--- src/rtl/fifo_arb_pkg.sv ---
// Shared types and helpers for the FIFO write-side arbiter and related schedulers.
package fifo_arb_pkg;

  typedef enum logic {
    ST_IDLE = 1'b0,
    ST_LOCK = 1'b1
  } state_e;

  localparam int STAT_W = 16;

  // Ceiling log2, floored at 1 so that index/counter widths are never zero.
  function automatic int clog2(input int v);
    int r;
    r = 0;
    for (int k = 0; k < 32; k++) begin
      if ((1 << r) < v) r = r + 1;
    end
    return (r == 0) ? 1 : r;
  endfunction

endpackage

--- src/rtl/fifo_wr_arb_rr_pick.sv ---
// Combinational round-robin picker: first set request at or after ptr_i, wrapping modulo N.
module rr_pick #(
  parameter int N  = 4,
  parameter int IW = 2
) (
  input  logic [N-1:0]  req_i,
  input  logic [IW-1:0] ptr_i,
  output logic [IW-1:0] idx_o,
  output logic          any_o
);

  int j;

  // Scan from the farthest offset down so the nearest requester overwrites last.
  always_comb begin
    idx_o = '0;
    any_o = 1'b0;
    j     = 0;
    for (int k = N - 1; k >= 0; k--) begin
      j = int'(ptr_i) + k;
      if (j >= N) j = j - N;
      if (req_i[j]) begin
        idx_o = IW'(j);
        any_o = 1'b1;
      end
    end
  end

endmodule

--- src/rtl/fifo_wr_arb.sv ---
// Round-robin write-port arbiter with per-packet grant lock and burst cap in front of an async FIFO.
// Optional per-requester saturating beat counters are enabled by FIFO_WR_ARB_STATS_EN.
module fifo_wr_arb
  import fifo_arb_pkg::*;
#(
  parameter int NREQ      = 4,
  parameter int DSIZE     = 32,
  parameter int MAX_BURST = 8
) (
  input  logic                     wclk,
  input  logic                     wrst_n,
  input  logic [NREQ-1:0]          req_valid,
  input  logic [NREQ-1:0]          req_last,
  input  logic [NREQ*DSIZE-1:0]    req_data,
  output logic [NREQ-1:0]          req_ready,
  output logic [DSIZE-1:0]         wdata,
  output logic                     winc,
  input  logic                     wfull,
  output logic [clog2(NREQ)-1:0]   grant_id,
  output logic                     busy,
  output logic [NREQ*STAT_W-1:0]   stat_cnt
);

  localparam int IW  = clog2(NREQ);
  localparam int BCW = clog2(MAX_BURST + 1);
  localparam logic [BCW-1:0] BURST_LAST = BCW'(MAX_BURST - 1);

  state_e          state_q, state_d;
  logic [IW-1:0]   rr_ptr_q, rr_ptr_d;
  logic [IW-1:0]   owner_q, owner_d;
  logic [BCW-1:0]  beat_cnt_q, beat_cnt_d;

  logic [IW-1:0]   pick_idx;
  logic            pick_any;
  logic [IW-1:0]   sel;
  logic            accept;

  function automatic logic [IW-1:0] next_idx(input logic [IW-1:0] i);
    return (int'(i) == NREQ - 1) ? '0 : i + IW'(1);
  endfunction

  rr_pick #(
    .N  (NREQ),
    .IW (IW)
  ) u_pick (
    .req_i (req_valid),
    .ptr_i (rr_ptr_q),
    .idx_o (pick_idx),
    .any_o (pick_any)
  );

  always_ff @(posedge wclk or negedge wrst_n) begin
    if (!wrst_n) begin
      state_q    <= ST_IDLE;
      rr_ptr_q   <= '0;
      owner_q    <= '0;
      beat_cnt_q <= '0;
    end else begin
      state_q    <= state_d;
      rr_ptr_q   <= rr_ptr_d;
      owner_q    <= owner_d;
      beat_cnt_q <= beat_cnt_d;
    end
  end

  // wfull blocks acceptance outright, so a stalled cycle leaves every register untouched.
  always_comb begin
    state_d    = state_q;
    rr_ptr_d   = rr_ptr_q;
    owner_d    = owner_q;
    beat_cnt_d = beat_cnt_q;
    sel        = pick_idx;
    accept     = 1'b0;
    if (state_q == ST_IDLE) begin
      accept = pick_any & ~wfull;
      if (accept) begin
        if (req_last[pick_idx] || MAX_BURST == 1) begin
          rr_ptr_d = next_idx(pick_idx);
        end else begin
          state_d    = ST_LOCK;
          owner_d    = pick_idx;
          beat_cnt_d = BCW'(1);
        end
      end
    end else begin
      sel    = owner_q;
      accept = req_valid[owner_q] & ~wfull;
      if (accept) begin
        if (req_last[owner_q] || beat_cnt_q == BURST_LAST) begin
          state_d    = ST_IDLE;
          rr_ptr_d   = next_idx(owner_q);
          beat_cnt_d = '0;
        end else begin
          beat_cnt_d = beat_cnt_q + BCW'(1);
        end
      end
    end
  end

  always_comb begin
    winc      = accept & wrst_n;
    busy      = wrst_n & (state_q == ST_LOCK);
    grant_id  = wrst_n ? sel : '0;
    wdata     = wrst_n ? req_data[int'(sel)*DSIZE +: DSIZE] : '0;
    req_ready = '0;
    if (winc) req_ready[sel] = 1'b1;
  end

`ifdef FIFO_WR_ARB_STATS_EN
  logic [STAT_W-1:0] stat_q [NREQ];

  function automatic logic [STAT_W-1:0] sat_inc(input logic [STAT_W-1:0] v);
    return (&v) ? v : v + STAT_W'(1);
  endfunction

  always_ff @(posedge wclk or negedge wrst_n) begin
    if (!wrst_n) begin
      for (int i = 0; i < NREQ; i++) stat_q[i] <= '0;
    end else begin
      for (int i = 0; i < NREQ; i++) begin
        if (req_ready[i]) stat_q[i] <= sat_inc(stat_q[i]);
      end
    end
  end

  always_comb begin
    stat_cnt = '0;
    for (int i = 0; i < NREQ; i++) stat_cnt[i*STAT_W +: STAT_W] = stat_q[i];
  end
`else
  assign stat_cnt = '0;
`endif

endmodule

--- config.mk ---
export PLATFORM = sky130hd
export DESIGN_NAME = fifo_wr_arb
export DESIGN_NICKNAME = d
export VERILOG_FILES = /design/src/rtl/fifo_arb_pkg.sv /design/src/rtl/fifo_wr_arb_rr_pick.sv /design/src/rtl/fifo_wr_arb.sv
export SDC_FILE = /design/constraint.sdc
export NUM_CORES = 1
export LEC_CHECK = 0
export CAP_MARGIN = 20
export CORE_AREA = 3 3 94 96
export CTS_BUF_LIST = sky130_fd_sc_hd__clkbuf_4 sky130_fd_sc_hd__clkbuf_8
export CTS_CLUSTER_SIZE = 25
export DETAILED_ROUTE_END_ITERATION = 6
export DIE_AREA = 0 0 97 99
export PLACE_DENSITY = 0.9
export SLEW_MARGIN = 30
export SYNTH_ARGS = -nofsm -noshare
export SYNTH_HDL_FRONTEND = slang
export SYNTH_HIERARCHICAL = 1
export SYNTH_SLANG_ARGS = --single-unit
--- constraint.sdc ---
create_clock -name wclk -period 8.33 [get_ports wclk]
set_input_delay 2.499 -clock wclk [delete_from_list [all_inputs] [get_ports wclk]]
set_output_delay 2.499 -clock wclk [all_outputs]
set_load 0.1 [all_outputs]
# Word level (Yosys, flattened, before mapping)
# Index checks and enable logic that the tools add are counted.
# W data, S select, Z words.
# totals
ff_bits	9
latchBits	0
mem_bits_rw	0
rom_bits	0
in_bits	139
word_cells	101
memories	0
# op_classes
n_addsub	10
n_mul	0
div	0
order_cmp	12
eq_ne	6
n_shift	1
muxes	54
n_bitwise	7
n_reduce_logical	7
# ops
operator	count
$mux W32	5
$lt A32 B4 Y1 const B	4
$shiftx A128 B8 Y32	1
$ge A32 B4 Y1 const B	3
$sub A32 B4 Y32 const B	3
$mux W2	13
$mux W4	6
$mux W1	22
$bmux W1 S2	7
$lt A2 B3 Y1 const B	3
$add A2 B2 Y3 const B	2
$reduce_and A3 Y1	2
$add A2 B1 Y2 const B	2
$add A4 B1 Y4 const B	1
$and A1 B1 Y1	4
$eq A2 B1 Y1 const B	2
$eq A4 B3 Y1 const B	1
$ne A2 B1 Y1 const B	2
$reduce_and A4 Y1	1
$reduce_bool A2 Y1	2
$sub A2 B3 Y4 const B	1
$add A2 B1 Y3 const B	1
$ge A2 B3 Y1 const B	1
$not A1 Y1	3
5 further kinds	5

# Depth between registers and ports, before layout
# depth
word_depth	16
mapped_depth	8
depth_no_buf	7

# Modules after synthesis
# The synthesis kept the hierarchy.
# modules_own_cells
mod	n_inst	cells_per_inst	area_per_inst_um2	seq_area_each_um2
fifo_wr_arb	1	210	2222.1	225.2
rr_pick	1	13	77.6	0.0

# Least setup slack after synthesis
# OpenSTA, ideal clock, no wires.
# synth_path
kind	input -> output
start	input req_valid[3]
end	output req_ready[0]
t_arrival_ns	5.602
required_time_ns	5.831
slack_ns	0.229
path_stages	6
path_buffers	1
path_cell_list	nand2b_1 a211oi_1 nor2_1 mux2_1 buf_2 nor3_1
# synth_via
elab_chain_cells	13
word_cells_on_any_way	33
cone_classes	order compare (2); mux (27); bitwise (3); reduce/logical (1)
# synth_lines
element	line_no	source
from (decl)	fifo_wr_arb.sv:12	input logic [NREQ-1:0] req_valid,
$bmux W1 S2	fifo_wr_arb_rr_pick.sv:22	if (req_i[j]) begin
$mux W1 (implied by the code) (2 in series)	fifo_wr_arb_rr_pick.sv:22	
$mux W2 (3 in series)	fifo_wr_arb_rr_pick.sv:22	
$mux W2 (*)	fifo_wr_arb_rr_pick.sv:22	
net pick_idx[1]	fifo_wr_arb.sv:33	logic [IW-1:0] pick_idx;
$mux W2 (*)	fifo_wr_arb.sv:74	if (state_q == ST_IDLE) begin
$lt A2 B3 Y1 (implied by the code) or $ge A2 B1 Y1 (tied branches)	fifo_wr_arb.sv:106	if (winc) req_ready[sel] = 1'b1;
$logic_and A1 B1 Y1 (implied by the code)	fifo_wr_arb.sv:106	
$mux W1 (implied by the code)	fifo_wr_arb.sv:106	
$demux W1 S2 (*)	fifo_wr_arb.sv:106	
$mux W4 (*)	fifo_wr_arb.sv:106	
to (decl)	fifo_wr_arb.sv:15	output logic [NREQ-1:0] req_ready,
# The timed path passes the listed nets; every way through them passes the cells marked *. The select of a mux whose other input is x is not followed.

# Final worst setup path
# layout_path
start	input req_valid[3]
end	output wdata[10]
# layout_via
elab_chain_cells	10
word_cells_on_any_way	19
cone_classes	shift (1); mux (18)
# layout_lines
element	line_no	source
$bmux W1 S2	fifo_wr_arb_rr_pick.sv:22	
$mux W1 (implied by the code) (2 in series)	fifo_wr_arb_rr_pick.sv:22	
$mux W2 (3 in series)	fifo_wr_arb_rr_pick.sv:22	
$mux W2 (*)	fifo_wr_arb_rr_pick.sv:22	
net pick_idx[0]	fifo_wr_arb.sv:33	
$mux W2 (*)	fifo_wr_arb.sv:74	
$shiftx A128 B8 Y32 (*)	fifo_wr_arb.sv:104	wdata = wrst_n ? req_data[int'(sel)*DSIZE +: DSIZE] : '0;
$mux W32 (*)	fifo_wr_arb.sv:104	
to (decl)	fifo_wr_arb.sv:16	output logic [DSIZE-1:0] wdata,
# Marks and branches as above.

==> flow_summary.yaml <==
status:
  status: "finished, final reports clean"
global_routing:
  grt_pass1_vias: 2332
  grt_usage_pct: 16.94
  grt_max_degree: 43
  grt-ovfl-total: 0
  antenna_found_initial: 0
  grt_first_pass_wirelength_um: 13080
placed_design:
  dp.final_hpwl_um: 7309
  portBuffers: 178
  gp_congestion: 0.8954
  dp.cells: 495
  preCtsSetupSlack_ps: 537.0
  placed_area_um2: 4214
yosys:
  synth_area_leaders: "mux4_2 34%, buf_4 21%, dfrtp_1 9.8%"
  synth.cell_area_um2: 2300
  synth-warning-count: 6
  synthCells: 223
  synth_top_area_share_pct: 34.28
  yosysTopAreaCell: "mux4_2"
  synth.avg_cell_area_um2: 10.31
  synth_seq_area_share_pct: 9.793
  yosys_register_bits: 9
  ys_types: 36
floorplan:
  die_x_um: 97
  ioPinCount: 243
  die-area_um2: 9603
  placementRows: 33
  die_y_um: 99
  core_area_um2: 8134
  start_util_pct: 28.27
worst_hold_path:
  hp-class: "register to register"
  holdPathStages: 1
routing:
  via_count: 2261
  dr_wl_met3_um: 606
  drc: 0
  top_layer: "met4"
  drtAntennaViolNets: 0
  initialDrtViolationCount: 62
  dr_wl_met2_um: 4771
  drtPass1Iterations: 4
  vias_per_cell: 4.531
  routed_wl_um: 8690
  met1_length_um: 3231
  wire_per_inst_um: 17.41
timing:
  fmax_ghz: 0.1286
  rsz0062_at_grt: "false"
  fin_skew_ps: 1.563
  final-max-slew-violation-count: 0
  fin_setup_tns_ps: 0
  whs_ps: 512.4
  maxSlewHeadroom_pct: 56.43
  fin_crit_ps: 7779
  setup_slack_ps: 551.5
  setup_viol: 0
  max_slew.worst_pin.slew_ps: 653.6
  hold_viol: 0
  min_period_over_period_pct: 93.38
critical_path:
  worst-path-max-fanout: 34
  endpoint_kind: "output pin"
  reg2reg_depth: 7
  required_ps: 5830
  startpoint_type: "input port"
  path_class: "input port to output pin"
  critPathArrivalTime_ps: 5280
final_layout:
  diodes: 0
  area_growth_pct: 85.26
  final_util_pct: 52.38
  layout-drive-gt1-share_pct: 22.84
  stdcell_count: 499
  fin_nets: 537
  final_area_um2: 4260
pwr:
  total_power_mw: 1.697
  power_switching_share_pct: 59.34
  power_switching_mw: 1.007
  p_per_area_nw_per_um2: 398.4
  power.share.clock_pct: 3.1
  p_int_mw: 0.6901
  ir_worst_vdd_mv: 0.2843
  p_leak_nw: 1.734
  combPwrFrac_pct: 91.1
  seq_power_share_pct: 5.9
clock_network:
  tritoncts: "yes"
  cts_setup_buffers: 0
  clockRootBuffer: "clkbuf_8"
  clock_latency_ps: 240
  cts_buffers: 3
  h-tree-depth: 1
  clockBufferDepth: 2
  cts_resized: 0
  hold_buffers: 0
  clkSlewWorstSetupHoldPaths_ps: 50
  cts.sinks: 9
run:
  drv_cap: 0
power by group through the flow:
| stage | Combinational, mW | Sequential, mW | Clock, mW |
|---|---|---|---|
| global route | 1.60 | 0.104 | 0.0571 |
| detailed placement | 1.55 | 0.100 | 0 |
| CTS | 1.56 | 0.0995 | 0.0533 |
| floorplan | 1.18 | 0.0812 | 0 |
| global placement | 1.53 | 0.0972 | 0 |
| finish | 1.55 | 0.0999 | 0.0520 |
state kept, by name (all words and copies together) (netlist names):
| register | cells |
|---|---|
| beat_cnt_q | 4 |
| owner_q | 2 |
| state_q | 1 |
| rr_ptr_q | 2 |
worst max-delay path, stage by stage:
cell and delay (ps):
clkdlybuf4s50_1 530, mux2i_1 110, a211oi_2 450, mux2_4 670, mux4_2 610, and2_1 200, buf_12 170
cell families (layout without fill, tap and decap cells):
logic type                 Yosys count  after routing  share of synthesized area [%]
AOI/OAI and AO/OA                   18             18                          6.693
adders and majority gates            3              3                          1.632
buffers and inverters               81            189                          26.39
DFF                                  9              9                          9.793
muxes                               44             44                          38.68
other                                1             64                         0.1631
and+or+nand+nor                     67             67                          16.65
routing by layer:
metal | track usage (%) | vias to the layer above
met3 | 3.255 | 7
met4 | 2.592 | 0
met2 | 31.69 | 120
li1 | - | 1036
met5 | 0 | -
met1 | 20.51 | 1098
final timing paths:
| kind | from | endpoint | slack [ps] |
|---|---|---|---|
| min in group asynchronous | wrst_n | rr_ptr_q[1]$_DFFE_PN0P_ | 2650 |
| max | req_valid[3] | wdata[10] | 550 |
| max in group asynchronous | wrst_n | state_q$_DFF_PN0_ | 5410 |
| max reg2reg | rr_ptr_q[1]$_DFFE_PN0P_ | beat_cnt_q[0]$_DFFE_PN0P_ | 5720 |
| min reg2reg | beat_cnt_q[3]$_DFFE_PN0P_ | beat_cnt_q[3]$_DFFE_PN0P_ | 510 |
| min | beat_cnt_q[3]$_DFFE_PN0P_ | beat_cnt_q[3]$_DFFE_PN0P_ | 510 |
area by class of cell:
class                      instances  area [um2]
clock buffer                       3       41.29
clock inverter                     1       5.005
timing repair buffer             180        2135
tap                              105       131.4
inverter                           5       18.77
multi-input combinational        196        1704
fill                             667        3874
sequential                         9       225.2
Yosys cell counts:
cell type and number:
buf_8 1, nand2b_1 4, conb_1 1, ha_1 3, buf_4 64, mux2_1 2
a211oi_1 1, a32oi_2 1, o31ai_1 3, nor3_1 6, a21o_1 1, nor2_1 8
mux4_2 35, a211o_1 2, o41ai_2 1, nand2_1 6, or2_4 1, mux2_2 3
clkbuf_1 4, and2_1 32, buf_2 3, nand3b_1 2, o32ai_1 1, buf_6 2
mux2_4 1, nand3_1 3, or3_1 1, a211oi_2 1, buf_12 2, a2bb2oi_2 1
nor3b_1 4, a21oi_1 2, o21ai_0 4, dfrtp_1 9, mux2i_1 3, inv_1 5
layout by cell type (no fill, tap or decap), types with 4 or more instances in the layout:
master,n
buf_4,7
buf_12,35
nor2_1,8
o21ai_0,4
and2_1,32
nor3_1,6
mux4_2,35
conb_1,64
clkdlybuf4s50_1,138
dfrtp_1,9
nand2_1,6
inv_1,5
nand2b_1,4
nor3b_1,4
No activity file was read; power rests on OpenSTA's default activity.
